--- src/rtl/dds_pkg.sv ---
// dds_pkg: shared constants and types for the direct digital synthesiser.
//   PHASE_W   - width of the truncated phase that addresses the sine table
//   LUT_DEPTH - number of quarter-wave table entries (angles 0..pi/2 inclusive)
//   MIDSCALE  - offset-binary zero level of the output sample
//   AMP       - peak amplitude of the sine around MIDSCALE
package dds_pkg;

  localparam int PHASE_W   = 8;
  localparam int LUT_DEPTH = 65;
  localparam int AMP       = 127;

  typedef logic [PHASE_W-1:0] phase_t;
  typedef logic [7:0]         sample_t;

  localparam sample_t MIDSCALE = 8'd128;

endpackage

--- src/rtl/dds_sine_lut.sv ---
// dds_sine_lut: combinational phase-to-sample converter.
// A 65-entry quarter-wave table holds round(127*sin(2*pi*k/256)), k = 0..64.
// The other three quadrants come from mirroring the index and negating the result.
// Ports:
//   i_phase  - 8-bit phase (full circle = 256)
//   o_sample - unsigned offset-binary sample, 128 + round(127*sin), range 1..255
module dds_sine_lut
  import dds_pkg::*;
(
  input  phase_t  i_phase,
  output sample_t o_sample
);

  logic [1:0]        w_quad;
  logic [5:0]        w_k;
  logic [6:0]        w_idx;
  logic [6:0]        w_mag;
  logic signed [7:0] w_sin;

  function automatic logic [6:0] quarter_sine(input logic [6:0] idx);
    logic [6:0] v;
    v = 7'd127;
    case (idx)
      7'd0:  v = 7'd0;   7'd1:  v = 7'd3;   7'd2:  v = 7'd6;   7'd3:  v = 7'd9;
      7'd4:  v = 7'd12;  7'd5:  v = 7'd16;  7'd6:  v = 7'd19;  7'd7:  v = 7'd22;
      7'd8:  v = 7'd25;  7'd9:  v = 7'd28;  7'd10: v = 7'd31;  7'd11: v = 7'd34;
      7'd12: v = 7'd37;  7'd13: v = 7'd40;  7'd14: v = 7'd43;  7'd15: v = 7'd46;
      7'd16: v = 7'd49;  7'd17: v = 7'd51;  7'd18: v = 7'd54;  7'd19: v = 7'd57;
      7'd20: v = 7'd60;  7'd21: v = 7'd63;  7'd22: v = 7'd65;  7'd23: v = 7'd68;
      7'd24: v = 7'd71;  7'd25: v = 7'd73;  7'd26: v = 7'd76;  7'd27: v = 7'd78;
      7'd28: v = 7'd81;  7'd29: v = 7'd83;  7'd30: v = 7'd85;  7'd31: v = 7'd88;
      7'd32: v = 7'd90;  7'd33: v = 7'd92;  7'd34: v = 7'd94;  7'd35: v = 7'd96;
      7'd36: v = 7'd98;  7'd37: v = 7'd100; 7'd38: v = 7'd102; 7'd39: v = 7'd104;
      7'd40: v = 7'd106; 7'd41: v = 7'd107; 7'd42: v = 7'd109; 7'd43: v = 7'd111;
      7'd44: v = 7'd112; 7'd45: v = 7'd113; 7'd46: v = 7'd115; 7'd47: v = 7'd116;
      7'd48: v = 7'd117; 7'd49: v = 7'd118; 7'd50: v = 7'd120; 7'd51: v = 7'd121;
      7'd52: v = 7'd122; 7'd53: v = 7'd122; 7'd54: v = 7'd123; 7'd55: v = 7'd124;
      7'd56: v = 7'd125; 7'd57: v = 7'd125; 7'd58: v = 7'd126; 7'd59: v = 7'd126;
      7'd60: v = 7'd126; 7'd61: v = 7'd127; 7'd62: v = 7'd127; 7'd63: v = 7'd127;
      7'd64: v = 7'd127;
      default: v = 7'd127;
    endcase
    return v;
  endfunction

  assign w_quad = i_phase[7:6];
  assign w_k    = i_phase[5:0];

  // Odd quadrants run the table backwards; 64-k reaches entry 64 at k=0.
  assign w_idx  = w_quad[0] ? (7'd64 - {1'b0, w_k}) : {1'b0, w_k};
  assign w_mag  = quarter_sine(w_idx);

  // Lower half-circle is the negated upper half.
  assign w_sin    = w_quad[1] ? -$signed({1'b0, w_mag}) : $signed({1'b0, w_mag});
  assign o_sample = MIDSCALE + sample_t'(w_sin);

endmodule

--- src/rtl/dds_core.sv ---
// dds_core: free-running phase accumulator with registered sine output.
// Output frequency is f_clk * FTW / 2^ACC_W, fixed at elaboration.
// Ports:
//   clk       - system clock, rising edge
//   rst       - asynchronous active-low reset (acc=0, Magnitude=128)
//   Magnitude - registered 8-bit offset-binary sine sample
module dds_core
  import dds_pkg::*;
#(
  parameter int          ACC_W = 16,
  parameter int unsigned FTW   = 256
)
(
  input  logic    clk,
  input  logic    rst,
  output sample_t Magnitude
);

  localparam logic [ACC_W-1:0] FTW_C = ACC_W'(FTW);

  logic [ACC_W-1:0] r_acc;
  sample_t          r_mag;
  phase_t           w_phase;
  sample_t          w_sample;

  // Truncated phase, no dither.
  assign w_phase = r_acc[ACC_W-1 -: PHASE_W];

  dds_sine_lut u_lut (
    .i_phase  (w_phase),
    .o_sample (w_sample)
  );

  // Magnitude samples the phase held before this edge's increment,
  // so the first edge after reset still shows midscale.
  always_ff @(posedge clk or negedge rst) begin
    if (!rst) begin
      r_acc <= '0;
      r_mag <= MIDSCALE;
    end else begin
      r_acc <= r_acc + FTW_C;
      r_mag <= w_sample;
    end
  end

  assign Magnitude = r_mag;

endmodule

--- config.mk ---
export PLATFORM = sky130hd
export DESIGN_NAME = dds_core
export DESIGN_NICKNAME = d
export VERILOG_FILES = /design/src/rtl/dds_pkg.sv /design/src/rtl/dds_sine_lut.sv /design/src/rtl/dds_core.sv
export SDC_FILE = /design/constraint.sdc
export NUM_CORES = 1
export LEC_CHECK = 0
export BUFFER_PORTS_ARGS = -buffer_cell sky130_fd_sc_hd__buf_4
export CAP_MARGIN = 20
export CORE_ASPECT_RATIO = 0.5
export CORE_UTILIZATION = 60
export DETAILED_ROUTE_END_ITERATION = 7
export GPL_ROUTABILITY_DRIVEN = 0
export PLACE_DENSITY = 0.79
export SYNTH_ARGS = -nofsm -noshare
export SYNTH_HDL_FRONTEND = slang
export SYNTH_SLANG_ARGS = --single-unit
export TNS_END_PERCENT = 10
--- constraint.sdc ---
create_clock -name clk -period 3.52 [get_ports clk]
set_input_delay 0 -clock clk [delete_from_list [all_inputs] [get_ports clk]]
set_output_delay 0 -clock clk [all_outputs]
set_load 0.02 [all_outputs]
==> results.json, run 1 <==
{
  "grt_max_degree": 19,
  "dpl.cell_count": 234,
  "syn_area_per_cell_um2": 8.726,
  "period_needed_ns": 3.216,
  "layout.nets": 216,
  "area_growth_pct": 9.191,
  "synth-xor-area-share_pct": 10.81,
  "whs_ns": 0.1293,
  "grt_pass1_wl_um": 5754,
  "rsz0062_at_grt": "false",
  "synthTopCellsByArea": "dfrtp_1 22%, ha_1 7.4%, xnor2_1 6.2%",
  "place_area_um2": 1785,
  "pre_cts_ws_ns": 0.3306,
  "wire_per_inst_um": 15.91,
  "yosysWarnings": 0,
  "grt_pass1_vias": 1211,
  "clkSinkCount": 16,
  "syn-num-nets": 207,
  "final.period_utilization_pct": 91.36,
  "clkTransAtPathRegs_ns": 0.06,
  "peakVddDrop_uv": 187.7,
  "io_pins": 10,
  "tightest_slew_ns": 0.7233,
  "synth_compound_area_share_pct": 28.60,
  "finalWorstSetupSlack_ns": 0.3043,
  "endpoint_kind": "flop",
  "cp_max_fo": 10,
  "critPathKind": "reg2reg",
  "synthMuxAreaShare_pct": 2.500,
  "yosys.area_share.adder_pct": 7.353,
  "die_h_um": 39.66,
  "p_leak_nw": 0.6403,
  "core-area_um2": 2635,
  "synth_top_cell_by_area": "dfrtp_1",
  "grt-ovfl-total": 0,
  "fin_skew_ns": 0.0009661,
  "first_pass_iters": 4,
  "worst_ep_required_time_ns": 3.69,
  "start_kind": "flop",
  "async_flop_share_pct": 100.0,
  "cts-buffers-inserted": 3,
  "yosysSeqAreaShare_pct": 23.60,
  "row_count": 13,
  "instances_no_fill": 240,
  "synth_top_family_by_area": "compound AO/OA/AOI/OAI gates",
  "hold_path_class": "in2async",
  "synth_area_um2": 1702,
  "relSlewSlack_pct": 51.74,
  "cts_tree": "done",
  "yosys.area_share.simple_pct": 19.19,
  "dieArea_um2": 3066,
  "totalWireLength_um": 3819,
  "dpl.hpwl_um": 2750,
  "dr.first_iter.drc_count": 128,
  "vias": 1509,
  "post-route-drc-count": 0,
  "setup_viol": 0,
  "via_per_inst": 6.288,
  "finalHoldViolations": 0,
  "syn-instance-count": 195,
  "start_util_pct": 64.58,
  "drive_gt1_share_pct": 20.69,
  "root_buffer": "clkbuf_8",
  "final_cell_area_um2": 1858,
  "synthFlopType": "dfrtp_1",
  "postRouteAntennaNets": 0,
  "clkLatencyLatePin_ns": 0.26,
  "slew_viol_final": 0,
  "cts_buffer_depth": 2,
  "synth_top_area_share_pct": 22.06,
  "status": "finished, final reports clean",
  "max_cap_violations": 0,
  "synth_edf_count": 0,
  "ys_types": 52,
  "post_cts_buffers": 0,
  "port_buffers": 9,
  "die_w_um": 77.32,
  "h-tree-depth": 1,
  "arrival_ns": 3.39,
  "max_freq_ghz": 0.3110,
  "ys_ff_latch": 16,
  "grt_usage_pct": 25.71,
  "antenna_found_initial": 0,
  "n_antenna_cell": 0,
  "fin_setup_tns_ns": 0,
  "power.density_nw_per_um2": 192.0
}
[final timing paths]
path	depth (start not counted)	slack, ns	end	startpoint
setup / recovery	10	0.30	Magnitude[5]$_DFF_PN0_	r_acc[8]$_DFF_PN0_
hold / removal	2	0.13	Magnitude[3]$_DFF_PN0_	rst
setup reg to reg	10	0.30	Magnitude[5]$_DFF_PN0_	r_acc[8]$_DFF_PN0_
hold reg to reg	1	0.55	Magnitude[7]$_DFF_PN1_	r_acc[15]$_DFF_PN0_
max in group asynchronous	2	3.15	Magnitude[7]$_DFF_PN1_	rst
min in group clk	1	0.55	Magnitude[7]$_DFF_PN1_	r_acc[15]$_DFF_PN0_
[synthesized netlist by cell type, types with 5 or more instances]
master / count
a211oi_1: 5
a21oi_1: 16
buf_2: 9
dfrtp_1: 15
ha_1: 10
inv_1: 8
nand2_1: 12
nor2_1: 13
nor3_1: 9
o211ai_1: 5
o21ai_0: 12
xnor2_1: 12
[registers in the layout, summed over array words and instances (netlist names)]
signal,count
Magnitude,8
r_acc,8
[metrics by stage]
step           total power [mW]  utilization, %
5_1_grt                  0.3675           70.51
6_report                 0.3567           70.51
3_5_place_dp             0.1918           67.76
4_1_cts                  0.3569           70.23
3_3_place_gp             0.1917           67.76
2_1_floorplan            0.1874               -
[layout by cell type (no fill, tap or decap), types with 2 or more instances in the layout]
| master | n |
|---|---|
| inv_1 | 8 |
| or3_1 | 3 |
| o2111ai_1 | 2 |
| dfrtp_1 | 15 |
| a31oi_1 | 3 |
| o31ai_1 | 4 |
| nand3_1 | 4 |
| o21ai_1 | 2 |
| o211ai_1 | 5 |
| mux2i_1 | 2 |
| ha_1 | 10 |
| buf_4 | 20 |
| xnor2_1 | 12 |
| xor2_1 | 4 |
| nand2_1 | 12 |
| o21ai_0 | 12 |
| nand4_1 | 2 |
| a211o_1 | 2 |
| a21oi_1 | 16 |
| nand2b_2 | 2 |
| nor2b_1 | 3 |
| nor2_1 | 13 |
| clkbuf_8 | 4 |
| a211oi_1 | 5 |
| nor4_2 | 2 |
| nor3_1 | 9 |
| a311o_1 | 2 |
[report_power, final]
group	leakage [nW]	internal (mW)	switching [mW]
Clock	0.0288	0.0995	0.0683
Sequential	0.181	0.184	0
Combinational	0.431	0.00148	0.00352
[final cells by class]
cell class	count	area, um2
flip-flops and latches	16	401.6
well taps	37	46.29
inverters	8	30.03
multi-input cells	154	1165
fillers	205	777.0
repair buffers	21	160.2
clock buffers	4	55.05
[logic make-up after synthesis]
group                      count (synthesis)
xor gates and xnor gates                  18
AOI/OAI and AO/OA                         65
and+or+nand+nor                           58
adders and majority gates                 10
buffers and inverters                     25
DFF                                       16
muxes                                      3
[metal layers]
layer / track usage, % / part of all wire [%]
met1: 32.82 / 44
met2: 43.81 / 47
met3: 7.209 / 7.9
met4: 6.604 / 0.31
met5: 0 / 0
[what timing repair did]
action / in CTS / in global routing
hold buffers: 1 / 0
gates resized for setup: 0 / 0
endpoints found under the setup margin: 0 / 0
hold endpoints to repair: 16 / 0
[worst max-delay path, cell delays in order (launching register included)]
cell	delay [ns]
dfrtp_1	0.42
inv_1	0.16
ha_1	0.19
or3b_1	0.47
a211oi_4	0.44
o31ai_1	0.18
a21oi_1	0.17
a211oi_1	0.09
or3_1	0.44
o41ai_2	0.34
xor2_1	0.22
Note: power is estimated with default switching activity, not from simulation.
==> run 2, diff against run 1 <==
CORE_ASPECT_RATIO = 1.2   (was 0.5)
RECOVER_POWER = 50   (was not set)
==> run 2 against run 1 <==
Effect of this change: critical endpoint unchanged; via count grew 6.9%; largest power group unchanged; wire length grew 10%; sequential power is essentially flat; sequential share of layout area shrank 0.12 points.
==> results.json, run 2 (synthesized netlist as in run 1, its figures left out) <==
{
  "grt_pass1_vias": 1533,
  "worst_ep_required_time_ns": 3.75,
  "max_freq_ghz": 0.3023,
  "cts_buffer_depth": 2,
  "slew_viol_final": 0,
  "n_antenna_cell": 0,
  "layout.nets": 217,
  "max_cap_violations": 0,
  "dpl.hpwl_um": 3132,
  "grt_max_degree": 19,
  "total_power_mw": 0.3150,
  "finalHoldViolations": 0,
  "dieArea_um2": 3054,
  "pre_cts_ws_ns": 0.05406,
  "grt_usage_pct": 31.16,
  "final_cell_area_um2": 1868,
  "cts_tree": "done",
  "drive_gt1_share_pct": 21.57,
  "fin_skew_ns": 0.01607,
  "h-tree-depth": 1,
  "die_h_um": 60.34,
  "rsz0062_at_grt": "false",
  "vias": 1613,
  "start_util_pct": 65.38,
  "ff2ff_path_depth": 11,
  "final.period_utilization_pct": 93.98,
  "hold_path_class": "in2async",
  "root_buffer": "clkbuf_4",
  "row_count": 20,
  "status": "finished, final reports clean",
  "cts-buffers-inserted": 3,
  "antenna_found_initial": 0,
  "cpLargestDelayFamily": "compound AO/OA/AOI/OAI gates",
  "start_kind": "flop",
  "area_growth_pct": 9.779,
  "fin_setup_tns_ns": 0,
  "postRouteAntennaNets": 0,
  "period_needed_ns": 3.308,
  "port_buffers": 9,
  "critical_path_depth": 11,
  "via_per_inst": 6.806,
  "max_stage_delay_ns": 0.50,
  "post-route-drc-count": 0,
  "relSlewSlack_pct": 42.16,
  "final.fill_count": 204,
  "crit_buf_inv": 2,
  "finalWorstSetupSlack_ns": 0.2120,
  "place_area_um2": 1788,
  "power.density_nw_per_um2": 168.6,
  "endpoint_kind": "flop",
  "core-area_um2": 2603,
  "peakVddDrop_uv": 327.1,
  "wire_per_inst_um": 17.74,
  "p_leak_nw": 0.6448,
  "io_pins": 10,
  "layout_common_cells": "17 x buf_4, 16 x a21oi_1, 15 x dfrtp_1",
  "critPathKind": "reg2reg",
  "clkLatencyLatePin_ns": 0.31,
  "die_w_um": 50.62,
  "whs_ns": 0.3215,
  "crit_slowest_cell": "or3b_1",
  "arrival_ns": 3.54,
  "clkSinkCount": 16,
  "grt_pass1_wl_um": 7113,
  "grt-ovfl-total": 0,
  "tightest_slew_ns": 0.8676,
  "setup_viol": 0,
  "final_common_cell": "buf_4",
  "first_pass_iters": 4,
  "clkTransAtPathRegs_ns": 0.11,
  "dr.first_iter.drc_count": 98,
  "path_cells": "inv_1, ha_1, or3b_1, a211oi_4, buf_12, o31ai_1, a21oi_1, a211oi_1, or3_1, o41ai_2, xor2_1",
  "cp_max_fo": 11,
  "totalWireLength_um": 4205
}
run 2: per-layer routing:
| metal | vias to the layer above | wire length (um) | track usage (%) |
|---|---|---|---|
| met5 | - | 0 | 0 |
| met4 | 0 | 78 | 12.70 |
| met3 | 13 | 340 | 7.769 |
| met2 | 92 | 2162 | 55.62 |
| met1 | 771 | 1623 | 35.89 |
| li1 | 737 | - | - |
run 2: report_power, final:
group          internal (mW)  leakage, nW  switching, mW
logic               0.000960        0.443        0.00362
clock network         0.0632       0.0210         0.0635
registers              0.184        0.181              0
total                  0.248        0.645         0.0671
run 2: final timing paths:
check | from | end | slack [ns]
setup / recovery | r_acc[8]$_DFF_PN0_ | Magnitude[5]$_DFF_PN0_ | 0.21
hold / removal | rst | Magnitude[0]$_DFF_PN0_ | 0.32
setup reg to reg | r_acc[8]$_DFF_PN0_ | Magnitude[5]$_DFF_PN0_ | 0.21
hold reg to reg | r_acc[8]$_DFF_PN0_ | r_acc[8]$_DFF_PN0_ | 0.52
max in group asynchronous | rst | r_acc[12]$_DFF_PN0_ | 2.65
min in group clk | r_acc[8]$_DFF_PN0_ | r_acc[8]$_DFF_PN0_ | 0.52
run 2: worst reg2reg max path: cells and delay by family (launching register included):
kind                       cells  cell delay [ns]
DFF                            1             0.39
xor gates and xnor gates       1             0.20
AOI/OAI and AO/OA              5             1.05
adders and majority gates      1             0.34
buffers and inverters          2             0.32
and+or+nand+nor                2             0.95
run 2: through the flow:
step,utilization (%),cells
after floorplan,-,195
after global placement,68.70,231
after detailed placement,68.70,231
after CTS,70.48,236
after global routing,71.78,237
final,71.78,237
run 2: final cells by class:
class / count / area (um2) / area share [%]
tap: 33 / 41.29 / 2.210
inverter: 8 / 30.03 / 1.608
sequential: 16 / 401.6 / 21.50
clock buffer: 4 / 36.28 / 1.942
multi-input combinational: 154 / 1190 / 63.70
timing repair buffer: 22 / 168.9 / 9.042
run 2: timing repair:
| action | in CTS | in global routing |
|---|---|---|
| setup endpoints to repair | 0 | 4 |
| gates resized for setup | 0 | 5 |
| endpoints found under the hold margin | 16 | 0 |
| setup buffers | 0 | 1 |
| hold buffers | 1 | 0 |
